**src/rtl/clk_gen_ctrl_pkg.sv**
```systemverilog
// Shared types and constants for the programmable clock generator.
package clk_gen_ctrl_pkg;

    localparam int unsigned CNT_W_DEFAULT = 16;

    typedef enum logic [1:0] {
        StIdle = 2'd0,
        StHigh = 2'd1,
        StLow  = 2'd2
    } gen_state_e;

endpackage

```
**src/rtl/clk_gen_ctrl_half_period_counter.sv**
```systemverilog
// Loadable down-counter timing one half-period of the generated clock.
module half_period_counter
    import clk_gen_ctrl_pkg::*;
#(
    parameter int unsigned CNT_W = CNT_W_DEFAULT
) (
    input  logic             clk,
    input  logic             rst_n,
    input  logic             clk_en,
    input  logic             load_en,
    input  logic [CNT_W-1:0] load_val,
    output logic [CNT_W-1:0] cnt_o,
    output logic             zero_o
);

    localparam logic [CNT_W-1:0] CntOne = {{(CNT_W-1){1'b0}}, 1'b1};

    logic [CNT_W-1:0] cnt_d, cnt_q;

    // Saturates at zero so an idle block holds its count.
    always_comb begin
        cnt_d = cnt_q;
        if (clk_en) begin
            if (load_en) begin
                cnt_d = load_val;
            end else if (cnt_q != '0) begin
                cnt_d = cnt_q - CntOne;
            end
        end
    end

    always_ff @(posedge clk or negedge rst_n) begin
        if (!rst_n) begin
            cnt_q <= '0;
        end else begin
            cnt_q <= cnt_d;
        end
    end

    assign cnt_o  = cnt_q;
    assign zero_o = (cnt_q == '0);

endmodule

```
**src/rtl/clk_gen_ctrl.sv**
```systemverilog
// Generates a clock with programmable high/low half-periods counted in enabled ticks,
// with start, period-aligned stop and registered edge strobes.
module clk_gen_ctrl
    import clk_gen_ctrl_pkg::*;
#(
    parameter int unsigned CNT_W = CNT_W_DEFAULT
) (
    input  logic             clk,
    input  logic             rst_n,
    input  logic             clk_en,
    input  logic [CNT_W-1:0] cfg_high_i,
    input  logic [CNT_W-1:0] cfg_low_i,
    input  logic             start_i,
    input  logic             stop_i,
    output logic             gen_clk_o,
    output logic             busy_o,
    output logic             rise_o,
    output logic             fall_o
);

    localparam logic [CNT_W-1:0] CntOne = {{(CNT_W-1){1'b0}}, 1'b1};

    gen_state_e       state_d, state_q;
    logic             gen_clk_d, gen_clk_q;
    logic             rise_d, rise_q;
    logic             fall_d, fall_q;
    logic             stop_pending_d, stop_pending_q;
    logic [CNT_W-1:0] cfg_high_d, cfg_high_q;
    logic [CNT_W-1:0] cfg_low_d, cfg_low_q;

    logic             load_en;
    logic [CNT_W-1:0] load_val;
    logic [CNT_W-1:0] cnt;
    logic             cnt_zero;

    // Reload value for a phase: a zero config behaves as a one-tick phase.
    function automatic logic [CNT_W-1:0] phase_reload(input logic [CNT_W-1:0] cfg);
        return (cfg == '0) ? '0 : cfg - CntOne;
    endfunction

    half_period_counter #(
        .CNT_W (CNT_W)
    ) u_half_period_counter (
        .clk      (clk),
        .rst_n    (rst_n),
        .clk_en   (clk_en),
        .load_en  (load_en),
        .load_val (load_val),
        .cnt_o    (cnt),
        .zero_o   (cnt_zero)
    );

    always_comb begin
        state_d        = state_q;
        gen_clk_d      = gen_clk_q;
        rise_d         = 1'b0;
        fall_d         = 1'b0;
        cfg_high_d     = cfg_high_q;
        cfg_low_d      = cfg_low_q;
        load_en        = 1'b0;
        load_val       = '0;
        // Stop requests are captured on every clk, not just enabled ticks.
        stop_pending_d = stop_pending_q | (stop_i & (state_q != StIdle));

        if (clk_en) begin
            unique case (state_q)
                StIdle: begin
                    if (start_i && !stop_i) begin
                        state_d    = StHigh;
                        gen_clk_d  = 1'b1;
                        rise_d     = 1'b1;
                        cfg_high_d = cfg_high_i;
                        cfg_low_d  = cfg_low_i;
                        load_en    = 1'b1;
                        load_val   = phase_reload(cfg_high_i);
                    end
                end
                StHigh: begin
                    if (cnt_zero) begin
                        state_d   = StLow;
                        gen_clk_d = 1'b0;
                        fall_d    = 1'b1;
                        load_en   = 1'b1;
                        load_val  = phase_reload(cfg_low_q);
                    end
                end
                StLow: begin
                    if (cnt_zero) begin
                        if (stop_pending_q) begin
                            state_d        = StIdle;
                            stop_pending_d = 1'b0;
                        end else begin
                            state_d    = StHigh;
                            gen_clk_d  = 1'b1;
                            rise_d     = 1'b1;
                            cfg_high_d = cfg_high_i;
                            cfg_low_d  = cfg_low_i;
                            load_en    = 1'b1;
                            load_val   = phase_reload(cfg_high_i);
                        end
                    end
                end
                default: begin
                    state_d   = StIdle;
                    gen_clk_d = 1'b0;
                end
            endcase
        end
    end

    always_ff @(posedge clk or negedge rst_n) begin
        if (!rst_n) begin
            state_q        <= StIdle;
            gen_clk_q      <= 1'b0;
            rise_q         <= 1'b0;
            fall_q         <= 1'b0;
            stop_pending_q <= 1'b0;
            cfg_high_q     <= '0;
            cfg_low_q      <= '0;
        end else begin
            state_q        <= state_d;
            gen_clk_q      <= gen_clk_d;
            rise_q         <= rise_d;
            fall_q         <= fall_d;
            stop_pending_q <= stop_pending_d;
            cfg_high_q     <= cfg_high_d;
            cfg_low_q      <= cfg_low_d;
        end
    end

    assign gen_clk_o = gen_clk_q;
    assign busy_o    = (state_q != StIdle);
    assign rise_o    = rise_q;
    assign fall_o    = fall_q;

endmodule
```
**config.mk**
```make
export PLATFORM = sky130hd
export DESIGN_NAME = clk_gen_ctrl
export DESIGN_NICKNAME = d
export VERILOG_FILES = /design/src/rtl/clk_gen_ctrl_pkg.sv /design/src/rtl/clk_gen_ctrl_half_period_counter.sv /design/src/rtl/clk_gen_ctrl.sv
export SDC_FILE = /design/constraint.sdc
export NUM_CORES = 1
export LEC_CHECK = 0
export BUFFER_PORTS_ARGS = -buffer_cell sky130_fd_sc_hd__buf_2
export CAP_MARGIN = 30
export CORE_MARGIN = 2
export CORE_UTILIZATION = 41
export DETAILED_ROUTE_END_ITERATION = 12
export MAX_ROUTING_LAYER = met4
export PLACE_DENSITY = 0.6
export RECOVER_POWER = 100
export SLEW_MARGIN = 30
export SYNTH_ARGS = -nofsm -noshare
export SYNTH_HDL_FRONTEND = slang
export SYNTH_SLANG_ARGS = --single-unit
```
**constraint.sdc**
```tcl
create_clock -name clk -period 2.3 [get_ports clk]
set_clock_uncertainty 0.1 [all_clocks]
set_input_delay 0.69 -clock clk [delete_from_list [all_inputs] [get_ports clk]]
set_output_delay 0.69 -clock clk [all_outputs]
set_load 0.05 [all_outputs]
```
==> results.py, run 1 <==
metrics = {
    "run_status": {
        "status": "finished, violations left",
        "violations": "setup timing",
    },
    "drt": {
        "drt.antenna.violating_nets": 0,
        "drc": 0,
        "drt_iter0_markers": 104,
        "wl_per_cell_um": 15.9,
        "via_count": 2332,
        "wl_met1_mm": 3.11,
        "routed_via_density": 5.41,
        "route.met2.wl_mm": 3.44,
        "drt-pass1-iter-count": 4,
        "finalWirelength_mm": 6.87,
        "met3WireLength_um": 185,
        "routed.top_layer": "met4",
    },
    "clock_tree": {
        "cts.sinks": 38,
        "cts_buffer_depth": 2,
        "cts_tree": "done",
        "cts-root-buf": "clkbuf_8",
        "htree_num_levels": 2,
        "cts_made_buffers": 5,
        "path_clk_slew_ns": 0.08,
        "clk_latency_ns": 0.29,
        "postCtsHoldBufs": 0,
    },
    "timing": {
        "hold_ws_ns": 0.447,
        "tns_ns": -0.282,
        "setup_viol": 13,
        "max_freq_mhz": 425,
        "timing.slew.headroom_pct": 31.4,
        "hold_viol_final": 0,
        "setup_slack_ns": -0.0528,
        "finalCritPeriodShare_pct": 102,
        "rsz0062_at_grt": "yes",
        "slew_violations": 0,
        "tightest_slew_ns": 1.03,
        "fin_crit_ns": 2.35,
    },
    "critical_path": {
        "path_class": "in -> reg",
        "reg2reg_slack_ns": 0.06,
        "timing.rr.start": "u_half_period_counter.cnt_o[7]$_DFFE_PN0P_",
        "crit_path_start_kind": "primary input",
        "critPathCaptureType": "register",
        "path_cells": "buf_6, or4_4, or3_4, nor2_4, a22oi_2, buf_12, a221oi_4, a21oi_1",
        "crit_slowest_cell": "or4_4",
        "worstSetupStartpoint": "cfg_high_i[10]",
        "crit_path_end": "u_half_period_counter.cnt_o[11]$_DFFE_PN0P_",
        "worstReg2RegEnd": "stop_pending_q$_DFF_PN0_",
        "cp_max_fo": 10,
        "arrival_ns": 2.42,
        "r2r_cells": 9,
        "worst_ep_required_time_ns": 2.37,
        "cp_slowest_stage_delay_ns": 0.54,
    },
    "pwr": {
        "power_switching_mw": 1.23,
        "peakVddDrop_uv": 598,
        "clkPwrFrac_pct": 21.2,
        "swShare_pct": 36.9,
        "p_int_mw": 2.10,
        "power_density_nw_per_um2": 951,
        "leakagePower_nw": 1.57,
        "p_comb_share_pct": 39.4,
        "seqPwrFrac_pct": 39.4,
    },
    "synthesis": {
        "synth_seq_area_share_pct": 35.2,
        "synth.top_cell.area_share_pct": 35.2,
        "synth.distinct_cells": 50,
        "async_flop_share_pct": 100,
        "synth_area_sq_um": 2700,
        "yosys.area.top_type": "dfrtp_1",
        "synth_cells": 274,
        "ys.flop_type": "dfrtp_1",
        "syn_area_per_cell_sq_um": 9.87,
        "synthTopCellsByArea": "dfrtp_1 35%, xor2_1 8.1%, a221oi_2 6.1%",
        "ys.warnings.count": 0,
        "syn_nets": 316,
        "ys_ff_latch": 38,
        "synth_edf_count": 0,
    },
    "final_layout": {
        "final_core_util_pct": 55.0,
        "drive_gt1_share_pct": 37.3,
        "design_area_sq_um": 3490,
        "final_cells": 431,
        "n_antenna_cell": 0,
        "area_growth_pct": 29.2,
        "nets": 395,
        "mostFrequentLayoutCells": "38 x dfrtp_1, 38 x buf_4, 34 x buf_2",
    },
    "placed_design": {
        "dp.cells": 421,
        "placedInstanceArea_sq_um": 3280,
        "dp_hpwl_mm": 5.44,
        "gp_congestion": 0.916,
        "io_buffers": 40,
    },
    "floorplanning": {
        "start_util_pct": 42.6,
        "die_y_um": 85.2,
        "die_width_um": 85.2,
        "rows": 29,
        "ios": 41,
        "core-area_sq_um": 6350,
        "die_area_sq_um": 7260,
    },
    "min_path": {
        "hold_path_class": "in -> async",
    },
    "global_routing": {
        "grt_pass1_wl_mm": 11.6,
        "grt_usage_pct": 20.9,
        "grt-ovfl-total": 0,
        "grt_pass1_vias": 2420,
        "antenna_found_initial": 0,
        "grt_max_degree": 33,
    },
    "run": {
        "maxCapViolCount": 0,
    },
}
## stage by stage
step	setup slack [ns]	power [mW]
after global placement	-0.358	2.53
after detailed placement	-0.423	2.57
after global routing	-0.0981	3.55
final	-0.0528	3.32
after CTS	-0.0256	3.31
after floorplan	-0.165	2.09
## worst min path at each step
stage,start,to,slack (ns),depth (start not counted)
after global placement,gen_clk_o$_DFFE_PN0P_,gen_clk_o$_DFFE_PN0P_,0.44,1
after CTS,rst_n,stop_pending_q$_DFF_PN0_,0.25,1
after global routing,gen_clk_o$_DFFE_PN0P_,gen_clk_o$_DFFE_PN0P_,0.47,1
after detailed placement,gen_clk_o$_DFFE_PN0P_,gen_clk_o$_DFFE_PN0P_,0.43,1
after floorplan,rst_n,cfg_low_q[0]$_DFFE_PN0P_,0.29,0
final,rst_n,stop_pending_q$_DFF_PN0_,0.45,1
## power by group through the flow
stage                     clock (mW)  sequential [mW]  combinational (mW)
after CTS                      0.723             1.29                1.30
after global routing           0.747             1.36                1.45
after floorplan                    0             1.25               0.840
final                          0.704             1.31                1.31
after global placement             0             1.28                1.25
after detailed placement           0             1.30                1.27
## logic make-up (layout without fill, tap and decap cells)
family	count (synthesis)	in the layout	share of synthesized area, %
AND/OR/NAND/NOR	103	103	23.1
AO/OA/AOI/OAI	52	52	16.2
XOR/XNOR	39	39	12.6
flip-flops	38	38	35.2
buffers and inverters	22	102	4.16
multiplexers	15	15	6.39
adder cells (fa/ha/maj)	5	5	2.31
## sequential cells by signal, summed over array words and instances, names as in the netlist
| name | count |
|---|---|
| rise_o | 1 |
| state_q | 2 |
| fall_o | 1 |
| stop_pending_q | 1 |
| u_half_period_counter.cnt_o | 16 |
| gen_clk_o | 1 |
| cfg_low_q | 16 |
## synth_stat cells, drive strengths merged (7+ instances only)
| library cell | number |
|---|---|
| nor4 | 9 |
| a221oi | 13 |
| xnor2 | 14 |
| mux2 | 15 |
| xor2 | 25 |
| inv | 10 |
| nor3 | 13 |
| nor2 | 21 |
| dfrtp | 38 |
| nand3 | 7 |
| o21ai | 7 |
| a21oi | 15 |
| buf | 9 |
| nand2 | 28 |
## worst max-delay path: cells and delay by family
kind	cells	cell delay [ns]
buffers and inverters	2	0.27
and+or+nand+nor	3	1.04
AOI/OAI and AO/OA	3	0.41
## what timing repair did
item                       4_1_cts  5_1_grt
setup buffers                    2        0
gates cloned                     0        0
setup endpoints to repair       30       32
gates resized for setup          4        5
pin swaps                        5        0
## final cells by class
cell class	instances	area (sq um)
well taps	77	96.3
fillers	566	2860
repair buffers	84	559
multi-input cells	214	1710
flip-flops and latches	38	951
inverters	10	37.5
clock inverters	2	60.1
clock buffers	6	82.6
## metal layers
metal / global-route usage, % / up-vias
met5: - / -
met4: 6.49 / 0
met3: 3.02 / 12
met2: 35.3 / 37
met1: 25.9 / 1132
li1: - / 1151
No activity file was read; power rests on OpenSTA's default activity.
==> run 2, diff against run 1 <==
--- a/config.mk
+++ b/config.mk
@@ -8,10 +8,11 @@
 export BUFFER_PORTS_ARGS = -buffer_cell sky130_fd_sc_hd__buf_2
 export CAP_MARGIN = 30
 export CORE_MARGIN = 2
-export CORE_UTILIZATION = 41
+export CORE_UTILIZATION = 55
 export DETAILED_ROUTE_END_ITERATION = 12
+export HOLD_SLACK_MARGIN = 0.1
 export MAX_ROUTING_LAYER = met4
-export PLACE_DENSITY = 0.6
+export PLACE_DENSITY = 0.76
 export RECOVER_POWER = 100
 export SLEW_MARGIN = 30
 export SYNTH_ARGS = -nofsm -noshare
==> run 2 against run 1 <==
Compared with the run above: the flow still finishes with violations (setup timing); combinational power grew 6%; worst setup slack lost 0.10 ns; total power down 6.4%; highest routed layer unchanged; sequential cell count stayed put; wire length grew 4.9%; fmax is 4.2% lower; largest cell class unchanged.
==> results.py, run 2 (synthesis results as in run 1) <==
metrics = {
    "run_status": {
        "status": "finished, violations left",
        "violations": "setup timing",
    },
    "critical_path": {
        "cp.buffers_inverters": 2,
        "reg2reg_slack_ns": -0.02,
        "path_delay_family": "simple AND/OR/NAND/NOR gates",
        "worstReg2RegEnd": "u_half_period_counter.cnt_o[3]$_DFFE_PN0P_",
        "timing.rr.start": "u_half_period_counter.cnt_o[6]$_DFFE_PN0P_",
        "path_class": "in -> reg",
        "crit_path_start_kind": "primary input",
        "r2r_cells": 6,
        "crit_path_end": "u_half_period_counter.cnt_o[2]$_DFFE_PN0P_",
        "cp_num_cells": 8,
        "worstSetupStartpoint": "cfg_high_i[10]",
        "worst_ep_required_time_ns": 2.36,
        "cp_max_fo": 7,
        "cp_slowest_stage_delay_ns": 0.53,
        "crit_slowest_cell": "or4_4",
        "critPathCaptureType": "register",
        "path_cells": "buf_6, or4_4, or3_4, nor2_4, a22oi_2, buf_4, a221oi_4, a21oi_1",
        "arrival_ns": 2.51,
    },
    "final_layout": {
        "drive_gt1_share_pct": 38.6,
        "n_fill_cell": 329,
        "nets": 402,
        "n_antenna_cell": 0,
        "final_common_cell": "buf_4",
        "mostFrequentLayoutCells": "45 x buf_4, 38 x dfrtp_1, 35 x buf_2",
        "area_growth_pct": 27.4,
    },
    "placed_design": {
        "io_buffers": 40,
        "dp_hpwl_mm": 5.22,
        "gp_congestion": 0.877,
    },
    "drt": {
        "drt_iter0_markers": 181,
        "routed_via_density": 5.83,
        "finalWirelength_mm": 7.20,
        "via_count": 2488,
        "drt.antenna.violating_nets": 0,
        "drc": 0,
        "wl_per_cell_um": 16.9,
        "drt-pass1-iter-count": 4,
    },
    "global_routing": {
        "grt_pass1_vias": 2492,
        "grt_max_degree": 39,
        "grt_usage_pct": 27.9,
        "grt-ovfl-total": 0,
        "grt_pass1_wl_mm": 11.3,
        "antenna_found_initial": 0,
    },
    "timing": {
        "timing.slew.headroom_pct": 37.3,
        "hold_ws_ns": 0.463,
        "tns_ns": -1.32,
        "fin_crit_ns": 2.45,
        "hold_viol_final": 0,
        "tightest_slew_ns": 0.940,
        "finalCritPeriodShare_pct": 107,
        "setup_slack_ns": -0.155,
        "rsz0062_at_grt": "yes",
        "setup_viol": 13,
        "max_freq_mhz": 407,
        "slew_violations": 0,
    },
    "clock_tree": {
        "htree_num_levels": 2,
        "cts_made_buffers": 5,
        "cts.sinks": 38,
        "clk_latency_ns": 0.28,
        "cts_tree": "done",
        "postCtsHoldBufs": 0,
        "cts_buffer_depth": 2,
        "path_clk_slew_ns": 0.07,
        "cts-root-buf": "clkbuf_8",
    },
    "floorplanning": {
        "start_util_pct": 57.2,
        "rows": 25,
        "core-area_sq_um": 4720,
        "die_area_sq_um": 5490,
        "die_width_um": 74.1,
        "ios": 41,
        "die_y_um": 74.1,
    },
    "run": {
        "maxCapViolCount": 0,
    },
    "pwr": {
        "peakVddDrop_uv": 582,
        "power_density_nw_per_um2": 903,
        "power_mw": 3.11,
        "leakagePower_nw": 1.56,
    },
    "min_path": {
        "hold_path_class": "reg -> reg",
    },
}
==> run 2: repair_timing <==
item	in CTS	in global routing
setup buffers	6	1
pin swaps	2	2
gates resized for setup	5	4
endpoints found under the setup margin	24	27
==> run 2: layout make-up <==
cell class	instances	area, sq um	share of cell area, %
inverters	10	37.5	1.09
multi-input cells	214	1690	49.1
clock buffers	7	76.3	2.22
flip-flops and latches	38	951	27.6
repair buffers	91	603	17.5
well taps	67	83.8	2.43
==> run 2: power by group <==
group	switching [mW]	total [mW]	leakage [nW]	internal [mW]
logic	0.688	1.39	1.07	0.703
clock network	0.215	0.424	0.0383	0.209
registers	0.331	1.29	0.452	0.963
==> run 2: worst min-delay path by stage <==
stage	from	endpoint	slack [ns]	cells after the start
after floorplan	rst_n	cfg_low_q[0]$_DFFE_PN0P_	0.29	0
after global placement	gen_clk_o$_DFFE_PN0P_	gen_clk_o$_DFFE_PN0P_	0.45	1
after detailed placement	gen_clk_o$_DFFE_PN0P_	gen_clk_o$_DFFE_PN0P_	0.45	1
after CTS	rst_n	cfg_low_q[1]$_DFFE_PN0P_	0.36	2
after global routing	gen_clk_o$_DFFE_PN0P_	gen_clk_o$_DFFE_PN0P_	0.50	1
final	gen_clk_o$_DFFE_PN0P_	gen_clk_o$_DFFE_PN0P_	0.46	1
==> run 2: per-stage QoR <==
stage	area [sq um]	util, %	setup slack [ns]	cells
final	3440	72.9	-0.155	427
after global routing	3440	72.9	-0.178	427
after CTS	3430	72.6	-0.0896	426
after detailed placement	3270	69.3	-0.456	413
after global placement	3270	69.3	-0.347	413
after floorplan	2710	-	-0.165	274
==> run 2: metal layers <==
| metal | vias to the layer above | share of wire, % | track usage (%) |
|---|---|---|---|
| met5 | - | 0 | - |
| met4 | 0 | 2.5 | 10.1 |
| met3 | 18 | 4.6 | 3.52 |
| met2 | 101 | 52 | 47.2 |
| met1 | 1204 | 41 | 34.4 |
| li1 | 1165 | - | - |
